[src/rtl/fifo_wr_arbiter_if.sv]
// Requester streams plus FIFO write port shared by the arbiter.
// The master modport drives requests and the full flag; the slave modport is the arbiter.
interface fifo_wr_arbiter_if #(
  parameter int N = 4,
  parameter int W = 32
);
  localparam int IDW = $clog2(N);

  logic [N-1:0]   req_valid;
  logic [N*W-1:0] req_data;
  logic [N-1:0]   req_last;
  logic [N-1:0]   req_ready;
  logic           fifo_full;
  logic           fifo_wen;
  logic [W-1:0]   fifo_wdata;
  logic           busy;
  logic [IDW-1:0] grant_id;

  modport master (
    output req_valid, req_data, req_last, fifo_full,
    input  req_ready, fifo_wen, fifo_wdata, busy, grant_id
  );

  modport slave (
    input  req_valid, req_data, req_last, fifo_full,
    output req_ready, fifo_wen, fifo_wdata, busy, grant_id
  );
endinterface

[src/rtl/fifo_wr_arbiter.sv]
// Round-robin, packet-locked arbiter sharing one FIFO write port among N requesters.
//   state | meaning
//   IDLE  | no lock; pick next valid requester from the rr pointer
//   BURST | locked to grant_id until its last beat is written
module fifo_wr_arbiter #(
  parameter int N = 4,
  parameter int W = 32
) (
  input logic          clk,
  input logic          rst,
  fifo_wr_arbiter_if.slave bus
);
  localparam int IDW = $clog2(N);

  typedef enum logic {IDLE, BURST} state_t;

  state_t         state;
  logic [IDW-1:0] grant_q;
  logic [IDW-1:0] rr_ptr;
  logic [IDW-1:0] pick_idx;
  logic           pick_valid;
  logic           sel_valid;
  logic           sel_last;
  logic           wen;

  // Scanning downward leaves the closest valid index at or above rr_ptr as the winner.
  always_comb begin
    pick_valid = 1'b0;
    pick_idx   = '0;
    for (int k = N - 1; k >= 0; k--) begin
      if (bus.req_valid[(int'(rr_ptr) + k) % N]) begin
        pick_valid = 1'b1;
        pick_idx   = IDW'((int'(rr_ptr) + k) % N);
      end
    end
  end

  always_comb begin
    bus.req_ready = '0;
    if (state == BURST) bus.req_ready[grant_q] = !bus.fifo_full;
  end

  assign sel_valid      = bus.req_valid[grant_q];
  assign sel_last       = bus.req_last[grant_q];
  assign wen            = (state == BURST) && sel_valid && !bus.fifo_full;
  assign bus.fifo_wen   = wen;
  assign bus.fifo_wdata = bus.req_data[int'(grant_q) * W +: W];
  assign bus.busy       = (state == BURST);
  assign bus.grant_id   = grant_q;

  always_ff @(posedge clk or posedge rst) begin
    if (rst) begin
      state   <= IDLE;
      grant_q <= '0;
      rr_ptr  <= '0;
    end else begin
      case (state)
        IDLE: begin
          if (pick_valid) begin
            grant_q <= pick_idx;
            state   <= BURST;
          end
        end
        BURST: begin
          if (wen && sel_last) begin
            state  <= IDLE;
            rr_ptr <= (grant_q == IDW'(N - 1)) ? '0 : grant_q + 1'b1;
          end
        end
        default: state <= IDLE;
      endcase
    end
  end
endmodule
[src/flat_wrapper.sv]
// flat-port wrapper written by rule: the top's interface ports become plain ports
module fifo_wr_arbiter_flat 
#(
  parameter int N = 4,
  parameter int W = 32
)
  (clk, rst, bus_req_valid, bus_req_data, bus_req_last, bus_fifo_full, bus_req_ready, bus_fifo_wen, bus_fifo_wdata, bus_busy, bus_grant_id);
  fifo_wr_arbiter_if #(.N(N), .W(W)) bus_i ();
  input logic clk;
  input logic rst;
  input wire logic [$bits(bus_i.req_valid)-1:0] bus_req_valid;
  input wire logic [$bits(bus_i.req_data)-1:0] bus_req_data;
  input wire logic [$bits(bus_i.req_last)-1:0] bus_req_last;
  input wire logic [$bits(bus_i.fifo_full)-1:0] bus_fifo_full;
  output wire logic [$bits(bus_i.req_ready)-1:0] bus_req_ready;
  output wire logic [$bits(bus_i.fifo_wen)-1:0] bus_fifo_wen;
  output wire logic [$bits(bus_i.fifo_wdata)-1:0] bus_fifo_wdata;
  output wire logic [$bits(bus_i.busy)-1:0] bus_busy;
  output wire logic [$bits(bus_i.grant_id)-1:0] bus_grant_id;
  assign bus_i.req_valid = bus_req_valid;
  assign bus_i.req_data = bus_req_data;
  assign bus_i.req_last = bus_req_last;
  assign bus_i.fifo_full = bus_fifo_full;
  assign bus_req_ready = bus_i.req_ready;
  assign bus_fifo_wen = bus_i.fifo_wen;
  assign bus_fifo_wdata = bus_i.fifo_wdata;
  assign bus_busy = bus_i.busy;
  assign bus_grant_id = bus_i.grant_id;
  fifo_wr_arbiter #(.N(N), .W(W)) u_core (.clk(clk), .rst(rst), .bus(bus_i));
endmodule
[config.mk]
export PLATFORM = sky130hd
export DESIGN_NAME = fifo_wr_arbiter_flat
export DESIGN_NICKNAME = d
export VERILOG_FILES = /design/src/rtl/fifo_wr_arbiter_if.sv /design/src/rtl/fifo_wr_arbiter.sv /design/src/flat_wrapper.sv
export SDC_FILE = /design/constraint.sdc
export NUM_CORES = 1
export LEC_CHECK = 0
export ABC_CLOCK_PERIOD_IN_PS = 2250
export CORE_ASPECT_RATIO = 0.6
export CORE_UTILIZATION = 24
export CTS_CLUSTER_DIAMETER = 120
export CTS_CLUSTER_SIZE = 10
export DETAILED_ROUTE_END_ITERATION = 10
export PLACE_DENSITY = 0.94
export SLEW_MARGIN = 10
export SYNTH_ARGS = -nofsm -noshare
export SYNTH_HDL_FRONTEND = slang
export SYNTH_SLANG_ARGS = --single-unit
[constraint.sdc]
create_clock -name clk -period 2.25 [get_ports clk]
set_input_delay 0.45 -clock clk [delete_from_list [all_inputs] [get_ports clk]]
set_output_delay 0.45 -clock clk [all_outputs]
set_load 0.02 [all_outputs]
==> impl_metrics.json, run 1 <==
{
  "run_status": "completed",
  "fin_skew_ns": 0.00299,
  "dr_wl_cell_um": 16.8,
  "setup_viol": 0,
  "area.sequential_um2": 126,
  "holdWs_ns": 0.437,
  "largest_net_degree_at_the_start_of_global_routing": 26,
  "drtAntennaViolNets": 0,
  "min-delay-path-class": "in -> async",
  "rows": 19,
  "worstSetupEndpointType": "output pin",
  "p_int_w": 0.00140,
  "yosys.cell_types.count": 29,
  "fillCellCount": 367,
  "globalplace.congestion": 0.840,
  "gr-usage-met3_pct": 3.60,
  "fp.dieH_um": 57.1,
  "mappedNetlistNets": 232,
  "report.final.hold_viol_count": 0,
  "maxCapViolCount": 0,
  "yosys_warnings": 0,
  "start_util_pct": 25.8,
  "max_freq_mhz": 456,
  "data_required_time_of_the_worst_path_ns": 1.80,
  "final_max_slew_viol_count": 0,
  "grt_pass1_vias": 1659,
  "clock-root-buffer": "sky130_fd_sc_hd__clkbuf_8",
  "startpoint_type": "input pin",
  "vdd_ir_drop_max_mv": 0.474,
  "finish.net_count": 418,
  "detailed_place_hpwl_um": 4980,
  "use_met2_pct": 37.5,
  "placement.io_buffers": 178,
  "remaining_drc_errors": 0,
  "power.leakage_nw": 1.25,
  "route.detailed.vias_per_inst": 4.78,
  "layoutNonFillerInstCount": 337,
  "die_x_um": 93.8,
  "synth_seq_cells": 5,
  "power.net_switching_w": 0.00108,
  "syn_to_final_growth_pct": 160,
  "post-place-cells": 333,
  "detail_route.iter0.violations": 64,
  "synth_area_leader_cell": "sky130_fd_sc_hd__mux4_2",
  "max_slew_margin_pct": 80.9,
  "synth_flop_cell": "sky130_fd_sc_hd__dfrtp_1",
  "drtPass1Iterations": 4,
  "r2r_cells": 6,
  "multi_input_area_um2": 1020,
  "tcrit_tclk_final_pct": 97.4,
  "clkTransAtPathRegs_ns": 0.04,
  "grt_util_met1_pct": 26.7,
  "synth_area_per_cell_um2": 13.6,
  "crit_end": "bus_fifo_wdata[12]",
  "share_seq_of_total_power_pct": 7.7,
  "globalRoute.busiestLayer": "met2",
  "routed-via-count": 1612,
  "power-per-cell-area_nw_per_um2": 784,
  "groute.usage.overall_pct": 20.9,
  "coreArea_um2": 4710,
  "globalRoute.totalOverflow": 0,
  "clk_latency_ns": 0.22,
  "worst-path-max-fanout": 1,
  "design_area_um2": 3160,
  "dieArea_um2": 5350,
  "ctsHtreeMaxLevel": 1,
  "reg2reg_from": "u_core.bus.grant_id[0]",
  "setup.worst_path.start": "bus_req_data[44]",
  "reg2reg_to": "u_core.rr_ptr[1]",
  "grt_first_pass_wirelength_um": 8460,
  "rsz_0062_raised_after_global_routing": "false",
  "switching_share_pct": 43.6,
  "tritoncts.num_buffers": 3,
  "clock-sinks": 5,
  "synth_enable_flop_cells": 0,
  "async_reset_ff_share_pct": 100,
  "placedInstanceArea_um2": 3150,
  "synth.yosys.seq_area_share_pct": 10.3,
  "drive_above_1_share_pct": 18.2,
  "antenna_cells": 0,
  "synthCells": 89,
  "io_pins": 179,
  "number_of_hold_buffers_added_after_cts": 0,
  "worst-setup-path-type": "in -> out",
  "combinational_fraction_of_design_power_pct": 85.8,
  "cts_tree": "built",
  "yosys-top-cells-area": "sky130_fd_sc_hd__mux4_2 56%, sky130_fd_sc_hd__dfrtp_1 10%, sky130_fd_sc_hd__mux4_1 4.3%, sky130_fd_sc_hd__ha_1 4.1%, sky130_fd_sc_hd__mux2i_1 3.3%",
  "fin_crit_ns": 2.19,
  "clkPwrFrac_pct": 6.6,
  "totalWireLength_um": 5650,
  "summed_instance_area_of_the_synthesized_netlist_um2": 1210,
  "grt_antenna_before_repair": 0,
  "clock_tree.buffer_depth": 2,
  "synth_top_cell_area_share_pct": 55.7,
  "critPathArrivalTime_ns": 1.74,
  "r2r_slack_ns": 0.44,
  "max_slew.worst_pin.slew_ns": 0.284
}
[timing repair]
item	in CTS	in global routing
gates resized for setup	38	2
setup buffers	0	0
endpoints found under the setup margin	37	2
endpoints found under the hold margin	0	0
pin swaps	0	0
[cell families (layout without fill, tap and decap cells)]
group / Yosys count / in the layout / synth area share [%]
AOI/OAI and AO/OA: 11 / 11 / 6.50
DFF: 5 / 5 / 10.3
muxes: 38 / 38 / 65.2
buffers and inverters: 15 / 200 / 6.29
and+or+nand+nor: 16 / 16 / 7.63
adders and majority gates: 4 / 4 / 4.12
[cells in the mapped netlist (2+ instances only)]
| cell | n |
|---|---|
| sky130_fd_sc_hd__ha_1 | 4 |
| sky130_fd_sc_hd__a21oi_1 | 2 |
| sky130_fd_sc_hd__mux4_1 | 2 |
| sky130_fd_sc_hd__dfrtp_1 | 5 |
| sky130_fd_sc_hd__nand2_1 | 4 |
| sky130_fd_sc_hd__o22ai_1 | 2 |
| sky130_fd_sc_hd__buf_4 | 3 |
| sky130_fd_sc_hd__and2_1 | 4 |
| sky130_fd_sc_hd__inv_1 | 6 |
| sky130_fd_sc_hd__mux2_1 | 2 |
| sky130_fd_sc_hd__clkbuf_1 | 3 |
| sky130_fd_sc_hd__nor2_1 | 3 |
| sky130_fd_sc_hd__mux4_2 | 30 |
| sky130_fd_sc_hd__mux2i_1 | 4 |
[critical path, stage by stage]
cell and delay [ns]:
sky130_fd_sc_hd__clkdlybuf4s50_1 0.42, sky130_fd_sc_hd__mux4_1 0.53, sky130_fd_sc_hd__dlygate4sd2_1 0.34
[power groups by stage]
stage                     clock network (W)  registers, W  logic (W)
after global routing               0.000175      0.000196    0.00226
after detailed placement                  0      0.000190    0.00235
after floorplan                           0      0.000194    0.00129
after global placement                    0      0.000187    0.00232
after CTS                          0.000168      0.000189    0.00214
final                              0.000162      0.000190    0.00212
[worst min-delay path by stage]
stage	endpoint	slack (ns)	depth (start not counted)
2_1_floorplan	u_core.bus.busy	0.23	1
3_3_place_gp	u_core.bus.grant_id[0]	0.53	1
3_5_place_dp	u_core.bus.grant_id[0]	0.54	1
4_1_cts	u_core.bus.busy	0.45	2
5_1_grt	u_core.bus.busy	0.49	2
6_report	u_core.bus.busy	0.44	2
[per-layer routing]
| metal | up-vias | routed length [µm] |
|---|---|---|
| li1 | 752 | - |
| met1 | 774 | 2250 |
| met2 | 78 | 2920 |
| met3 | 8 | 404 |
| met4 | 0 | 67 |
| met5 | - | 0 |
[per-stage QoR]
step / power [W] / util, % / worst slack [ns] / TNS, ns
finish: 0.00248 / 67.1 / 0.0586 / 0
detailed placement: 0.00254 / 66.8 / -0.181 / -2.82
global route: 0.00263 / 67.1 / 0.00756 / 0
global placement: 0.00250 / 66.8 / -0.177 / -2.45
CTS: 0.00249 / 66.9 / 0.0351 / 0
floorplan: 0.00148 / - / 0.249 / 0
[cells in the final DEF, fill, tap and decap left out, types with 2 or more instances in the layout]
cell type	n
sky130_fd_sc_hd__mux2i_1	3
sky130_fd_sc_hd__dfrtp_1	4
sky130_fd_sc_hd__buf_4	8
sky130_fd_sc_hd__mux4_1	2
sky130_fd_sc_hd__ha_1	4
sky130_fd_sc_hd__and2_1	4
sky130_fd_sc_hd__nor2_1	3
sky130_fd_sc_hd__clkdlybuf4s50_1	141
sky130_fd_sc_hd__nand2_1	4
sky130_fd_sc_hd__mux4_2	30
sky130_fd_sc_hd__clkbuf_8	3
sky130_fd_sc_hd__buf_12	3
sky130_fd_sc_hd__a21oi_1	2
sky130_fd_sc_hd__dlygate4sd2_1	36
sky130_fd_sc_hd__mux2_1	2
sky130_fd_sc_hd__inv_1	6
sky130_fd_sc_hd__o22ai_1	2
[flip-flops by register name, summed over array words and instances, names as in the netlist]
register / cells
u_core.bus.busy: 1
u_core.rr_ptr: 2
u_core.bus.grant_id: 2
[final cells by class]
cell class / instances / area share, %
repair buffers: 189 / 58.8
clock buffers: 4 / 1.43
flip-flops and latches: 5 / 4.00
multi-input cells: 69 / 32.4
well taps: 63 / 2.50
inverters: 7 / 0.832
Power figures use the tool's default switching activity.
==> inputs of run 2 (changes only) <==
--- a/config.mk
+++ b/config.mk
@@ -12,6 +12,7 @@
 export CTS_CLUSTER_SIZE = 10
 export DETAILED_ROUTE_END_ITERATION = 10
 export PLACE_DENSITY = 0.94
+export SKIP_CTS_REPAIR_TIMING = 1
 export SLEW_MARGIN = 10
 export SYNTH_ARGS = -nofsm -noshare
 export SYNTH_HDL_FRONTEND = slang
==> impl_metrics.json, run 2 (same netlist as run 1, synthesis figures left out) <==
{
  "groute.usage.overall_pct": 20.9,
  "drive_above_1_share_pct": 18.5,
  "grt_first_pass_wirelength_um": 8450,
  "antenna_cells": 0,
  "dr_wl_cell_um": 17.3,
  "fillCellCount": 337,
  "rows": 19,
  "run_status": "completed",
  "fin_crit_ns": 2.11,
  "layout_common_cells": "141 x sky130_fd_sc_hd__clkdlybuf4s50_1, 37 x sky130_fd_sc_hd__dlymetal6s2s_1, 30 x sky130_fd_sc_hd__mux4_2",
  "drtAntennaViolNets": 0,
  "ctsHtreeMaxLevel": 1,
  "worstSetupEndpointType": "output pin",
  "fin_skew_ns": 0.00248,
  "clk_latency_ns": 0.22,
  "report.final.hold_viol_count": 0,
  "power.net_switching_w": 0.00110,
  "max_freq_mhz": 473,
  "io_pins": 179,
  "use_met2_pct": 37.5,
  "route.detailed.vias_per_inst": 4.79,
  "detail_route.iter0.violations": 39,
  "final_max_slew_viol_count": 0,
  "layout.cells.most_common": "sky130_fd_sc_hd__clkdlybuf4s50_1",
  "totalPowerFinal_w": 0.00267,
  "remaining_drc_errors": 0,
  "die_x_um": 93.8,
  "grt_util_met1_pct": 26.4,
  "max_slew_margin_pct": 81.0,
  "clock_tree.buffer_depth": 2,
  "coreArea_um2": 4710,
  "power-per-cell-area_nw_per_um2": 806,
  "placedInstanceArea_um2": 3150,
  "dieArea_um2": 5350,
  "vdd_ir_drop_max_mv": 0.474,
  "combinational_fraction_of_design_power_pct": 86.6,
  "tcrit_tclk_final_pct": 93.9,
  "cts_tree": "built",
  "fp.dieH_um": 57.1,
  "globalplace.congestion": 0.840,
  "worst-setup-path-type": "reg -> out",
  "syn_to_final_growth_pct": 173,
  "rsz_0062_raised_after_global_routing": "false",
  "totalWireLength_um": 5850,
  "reg2reg_to": "u_core.rr_ptr[1]",
  "r2r_slack_ns": 0.44,
  "setup_viol": 0,
  "clkPwrFrac_pct": 6.0,
  "finish.net_count": 419,
  "holdWs_ns": 0.440,
  "share_seq_of_total_power_pct": 7.3,
  "grt_antenna_before_repair": 0,
  "critPathArrivalTime_ns": 1.66,
  "maxCapViolCount": 0,
  "r2r_cells": 6,
  "min-delay-path-class": "in -> async",
  "routed-via-count": 1620,
  "grt_pass1_vias": 1653,
  "tritoncts.num_buffers": 3,
  "switching_share_pct": 41.2,
  "p_int_w": 0.00157,
  "setup.worst_path.start": "u_core.bus.grant_id[0]",
  "drtPass1Iterations": 4,
  "clock-root-buffer": "sky130_fd_sc_hd__clkbuf_8",
  "fin_ws_ns": 0.136,
  "clkTransAtPathRegs_ns": 0.03,
  "data_required_time_of_the_worst_path_ns": 1.80,
  "globalRoute.totalOverflow": 0,
  "placement.io_buffers": 178,
  "worst-path-max-fanout": 12,
  "design_area_um2": 3310,
  "globalRoute.busiestLayer": "met2",
  "detailed_place_hpwl_um": 4980,
  "max_slew.worst_pin.slew_ns": 0.283,
  "largest_net_degree_at_the_start_of_global_routing": 26,
  "post-place-ws_ns": -0.181,
  "clock-sinks": 5,
  "reg2reg_from": "u_core.bus.grant_id[0]",
  "crit_end": "bus_fifo_wdata[13]",
  "startpoint_type": "flop",
  "power.leakage_nw": 1.57,
  "start_util_pct": 25.8,
  "gr-usage-met3_pct": 3.87
}
==> run 2: through the flow <==
| stage | utilization [%] | setup TNS (ns) | cells |
|---|---|---|---|
| after floorplan | - | 0 | 89 |
| after global placement | 66.8 | -2.45 | 333 |
| after detailed placement | 66.8 | -2.82 | 333 |
| after CTS | 67.8 | -4.23 | 337 |
| after global routing | 70.4 | 0 | 338 |
| final | 70.4 | 0 | 338 |
==> run 2: critical path: stages, from the launching register on <==
cell                             delay, ns
sky130_fd_sc_hd__dfrtp_2              0.44
sky130_fd_sc_hd__buf_12               0.18
sky130_fd_sc_hd__mux4_1               0.59
sky130_fd_sc_hd__dlymetal6s2s_1       0.24
==> run 2: worst min path at each step <==
stage               startpoint                     end  slack (ns)  depth (start not counted)
6_report                   rst         u_core.bus.busy        0.44                          2
5_1_grt                    rst         u_core.bus.busy        0.49                          2
4_1_cts                    rst         u_core.bus.busy        0.45                          2
3_5_place_dp   u_core.bus.busy  u_core.bus.grant_id[0]        0.54                          1
3_3_place_gp   u_core.bus.busy  u_core.bus.grant_id[0]        0.53                          1
2_1_floorplan              rst         u_core.bus.busy        0.23                          1
==> run 2: per-layer routing <==
layer,up-vias,wire length (µm)
li1,752,-
met1,782,2310
met2,80,3040
met3,6,446
met4,0,56
met5,-,0
==> run 2: power by group through the flow <==
stage	registers, W	clock network [W]	logic (W)
floorplan	0.000194	0	0.00129
global placement	0.000187	0	0.00232
detailed placement	0.000190	0	0.00235
CTS	0.000189	0.000168	0.00235
global route	0.000201	0.000175	0.00244
finish	0.000196	0.000161	0.00231
==> run 2: cell type report <==
class,count,area (µm²),area share [%]
Tap cell,63,78.8,2.38
Inverter,7,26.3,0.793
Clock buffer,4,45.0,1.36
Multi-Input combinational cell,69,1020,30.7
Sequential cell,5,126,3.82
Timing Repair Buffer,190,2020,61.0
==> inputs of run 3 (changes only) <==
--- a/config.mk
+++ b/config.mk
@@ -11,6 +11,7 @@
 export CTS_CLUSTER_DIAMETER = 120
 export CTS_CLUSTER_SIZE = 10
 export DETAILED_ROUTE_END_ITERATION = 10
+export HOLD_SLACK_MARGIN = 0.02
 export PLACE_DENSITY = 0.94
 export SKIP_CTS_REPAIR_TIMING = 1
 export SLEW_MARGIN = 10
==> results of run 3 <==
The final DEF is identical to that of run 2; final timing and power are the same.
==> edit 1 (settings of run 2) <==
`N` is set to 4 in 3 places; all go to 2.
--- a/src/rtl/fifo_wr_arbiter_if.sv
+++ b/src/rtl/fifo_wr_arbiter_if.sv
@@ -1,7 +1,7 @@
 // Requester streams plus FIFO write port shared by the arbiter.
 // The master modport drives requests and the full flag; the slave modport is the arbiter.
 interface fifo_wr_arbiter_if #(
-  parameter int N = 4,
+  parameter int N = 2,
   parameter int W = 32
 );
   localparam int IDW = $clog2(N);
--- a/src/rtl/fifo_wr_arbiter.sv
+++ b/src/rtl/fifo_wr_arbiter.sv
@@ -3,7 +3,7 @@
 //   IDLE  | no lock; pick next valid requester from the rr pointer
 //   BURST | locked to grant_id until its last beat is written
 module fifo_wr_arbiter #(
-  parameter int N = 4,
+  parameter int N = 2,
   parameter int W = 32
 ) (
   input logic          clk,
--- a/src/flat_wrapper.sv
+++ b/src/flat_wrapper.sv
@@ -1,7 +1,7 @@
 // flat-port wrapper written by rule: the top's interface ports become plain ports
 module fifo_wr_arbiter_flat 
 #(
-  parameter int N = 4,
+  parameter int N = 2,
   parameter int W = 32
 )
   (clk, rst, bus_req_valid, bus_req_data, bus_req_last, bus_fifo_full, bus_req_ready, bus_fifo_wen, bus_fifo_wdata, bus_busy, bus_grant_id);
Interface: changed (5 resized); port bits go from 179 to 108. The function was not compared with the original's and may differ.
==> edit 1 against run 2 <==
Power down 41%; critical path type unchanged; sequential cell count decreased by 2; fmax fell by 3.3%; wire length fell by 49%; die area is 51% lower; setup slack got worse by 71 ps; area after synthesis fell by 53%; sequential share of layout area grew 0.50 points; cell area shrank 47%; register-to-register slack gained 590 ps.
==> edit 1: results (changes against run 2) <==
status=completed; Met1 Routed Length=1.10 mm (-52%); worst setup path end=bus_fifo_wdata[20]; Synth area leaders=mux2_2 63%, dfrtp_1 13%, buf_6 5.9%; initial DRC count=33 (-15%); final setup margin=65.1 ps (-71.1 ps); placed cell count=192 (-42%); Total GRT Usage=0.226 (+0.0177); comb_multi_in=46 (-33%); FILL cells=149 (-56%); die width=65.2 µm (-31%); Post-synth top cells=32 x mux2_2, 3 x buf_6, 3 x dfrtp_1; Post-Place Setup Slack=-10.2 ps (+171 ps); register share of the cell area=0.0432 (+0.00501); clk pwr=0.000155 W (-4%); share of cells above drive strength 1=0.241 (+0.0555); drt total wl=3.01 mm (-49%); first-pass GRT wire length=4.06 mm (-52%); slew of the pin with the lowest slew margin=246 ps (-36.2 ps); reg2reg end=u_core.bus.busy; clock network share of area=0.0259 (+0.0123); Inverters=2 (-5); r2r setup slk=1030 ps (+590 ps); Worst EP arrival=1730 ps (+70 ps); number of global-route vias before repair=858 (-48%); Syn Inst Count=55 (-38%); Vias/cell=4.56 (-4.9%); met3 WL=290 µm (-35%); clock skew=2.94 ps (+0.461 ps); met2 Use GR=0.432 (+0.0569)
edit 1: changes by cell type after synthesis, moves of 3 or more:
cell,change
mux2_2,+32
mux4_2,-30
ha_1,-4
inv_1,-4
and2_1,-3
buf_4,-3
clkbuf_1,-3
mux2i_1,-3
nand2_1,-3
edit 1: cells by family after synthesis:
| family | synth area share |
|---|---|
| multiplexers | 0.671 |
| buffers and inverters | 0.0806 |
| AND/OR/NAND/NOR | 0.0719 |
| flip-flops | 0.131 |
| AO/OA/AOI/OAI | 0.0458 |
edit 1: critical path, stage by stage (launching register included):
cell and delay, ps:
dfrtp_1 380, buf_4 230, mux2_2 360, clkdlybuf4s50_1 540
edit 1: through the flow:
step	TNS, ps	utilization
after floorplan	0	-
after global placement	0	0.762
after detailed placement	-17.0	0.762
after CTS	-184	0.783
after global routing	0	0.786
final	0	0.786
==> edit 2 (config.mk and constraints of run 2) <==
Without the edit above. Make the reset (`rst`) synchronous in one clocked block.
--- a/src/rtl/fifo_wr_arbiter.sv
+++ b/src/rtl/fifo_wr_arbiter.sv
@@ -48,7 +48,7 @@
   assign bus.busy       = (state == BURST);
   assign bus.grant_id   = grant_q;
 
-  always_ff @(posedge clk or posedge rst) begin
+  always_ff @(posedge clk) begin
     if (rst) begin
       state   <= IDLE;
       grant_q <= '0;
Formal check against the unedited RTL: differs if rst is asserted again (counterexample within 4 cycles, from zero or initial values and one cycle with rst high); with rst held inactive, the same outputs for 4 cycles.
==> edit 2 against run 2 <==
Cell area down 1.7%; synthesized cell count unchanged; setup slack better by 59 ps; final cell count down 0.89%; area after synthesis down 2.0%; sequential cell count unchanged; wire length up 4.7%; critical path type is now primary input to primary output; largest cell class unchanged.
Power is not compared: it rests on default switching activity, and its combinational part moved more than twofold at a synthesized area within 25%.
==> edit 2: results (changes against run 2) <==
Post-synth top cells=31 x mux4_2, 6 x a21oi_1, 5 x and2_1, 5 x dfxtp_1, 5 x nor2_1; NumNets Final=416 (-0.72%); worst setup path end=bus_fifo_wen; Worst Reg-to-Reg Cells=4 (-2); Inverters=4 (-3); number of global-route vias before repair=1745 (+5.6%); HP Class=flop to flop; Post-DP HPWL=4.96 mm (-0.35%); comb_multi_in=72 (+4.3%); reg2reg end=u_core.rr_ptr[0]; Worst EP arrival=1600 ps (-60 ps); clock network share of area=0.0138 (+0.000241); Tmin final=2050 ps (-59.3 ps); max_slew headroom=0.698 (-0.112); clock skew=2.81 ps (+0.334 ps); CP Launch Point=bus_req_valid[2]; r2r setup slk=380 ps (-60 ps); Reg-to-Reg Start=u_core.bus.grant_id[0]; Total GRT Usage=0.210 (+0.00122); via count=1635 (+0.93%); Async S/R FF share, synth=0 (-1.00); DP Area=0.00311 mm² (-0.99%); status=completed; sequential cell area=101 µm² (-20%); synth unique cells=24 (-17%); area of the multi-input gates=0.00103 mm² (+1.8%); CP Max Fanout=2 (-10); register share of the cell area=0.0311 (-0.00701)
edit 2: metrics by stage:
step	hold slack [ps]	std cells	TNS, ps	total power [W]	utilization
detailed placement	569	331	-2820	0.000774	0.668
floorplan	509	89	0	0.000359	-
global placement	550	331	-2150	0.000759	0.668
global route	619	335	0	0.000969	0.698
finish	567	335	0	0.000927	0.698
CTS	577	335	-3180	0.000943	0.678
edit 2: layer usage:
| layer | wire [µm] | global-route usage |
|---|---|---|
| met2 | 3320 | 0.408 |
| met5 | 0 | 0 |
| met1 | 2370 | 0.256 |
| met3 | 415 | 0.0298 |
| met4 | 24 | 0.0132 |
edit 2: how the worst min path moves through the flow:
stage | from | endpoint | slack, ps | cells past startpoint
5_1_grt | u_core.rr_ptr[1] | u_core.rr_ptr[1] | 620 | 2
3_5_place_dp | u_core.rr_ptr[1] | u_core.rr_ptr[1] | 570 | 2
6_report | u_core.rr_ptr[1] | u_core.rr_ptr[1] | 570 | 2
2_1_floorplan | u_core.rr_ptr[1] | u_core.rr_ptr[1] | 510 | 2
3_3_place_gp | u_core.rr_ptr[1] | u_core.rr_ptr[1] | 550 | 2
4_1_cts | u_core.rr_ptr[1] | u_core.rr_ptr[1] | 580 | 2
edit 2: cell families after synthesis:
group	Yosys count	synth area share
muxes	39	0.687
and+or+nand+nor	19	0.0915
buffers and inverters	12	0.0484
AOI/OAI and AO/OA	10	0.0473
DFF	5	0.0841
adders and majority gates	4	0.0421
edit 2: report_power, final:
group           total, W  internal, W  switching [W]  leakage (nW)
logic           0.000664     0.000434       0.000230          1.43
registers      0.0000999    0.0000941     0.00000581        0.0414
clock network   0.000163     0.000121      0.0000412        0.0228
edit 2: worst max-delay path, stage by stage:
cell	delay [ps]
clkdlybuf4s50_1	490
mux2i_1	80
mux2_2	270
nor2_1	80
dlymetal6s2s_1	230
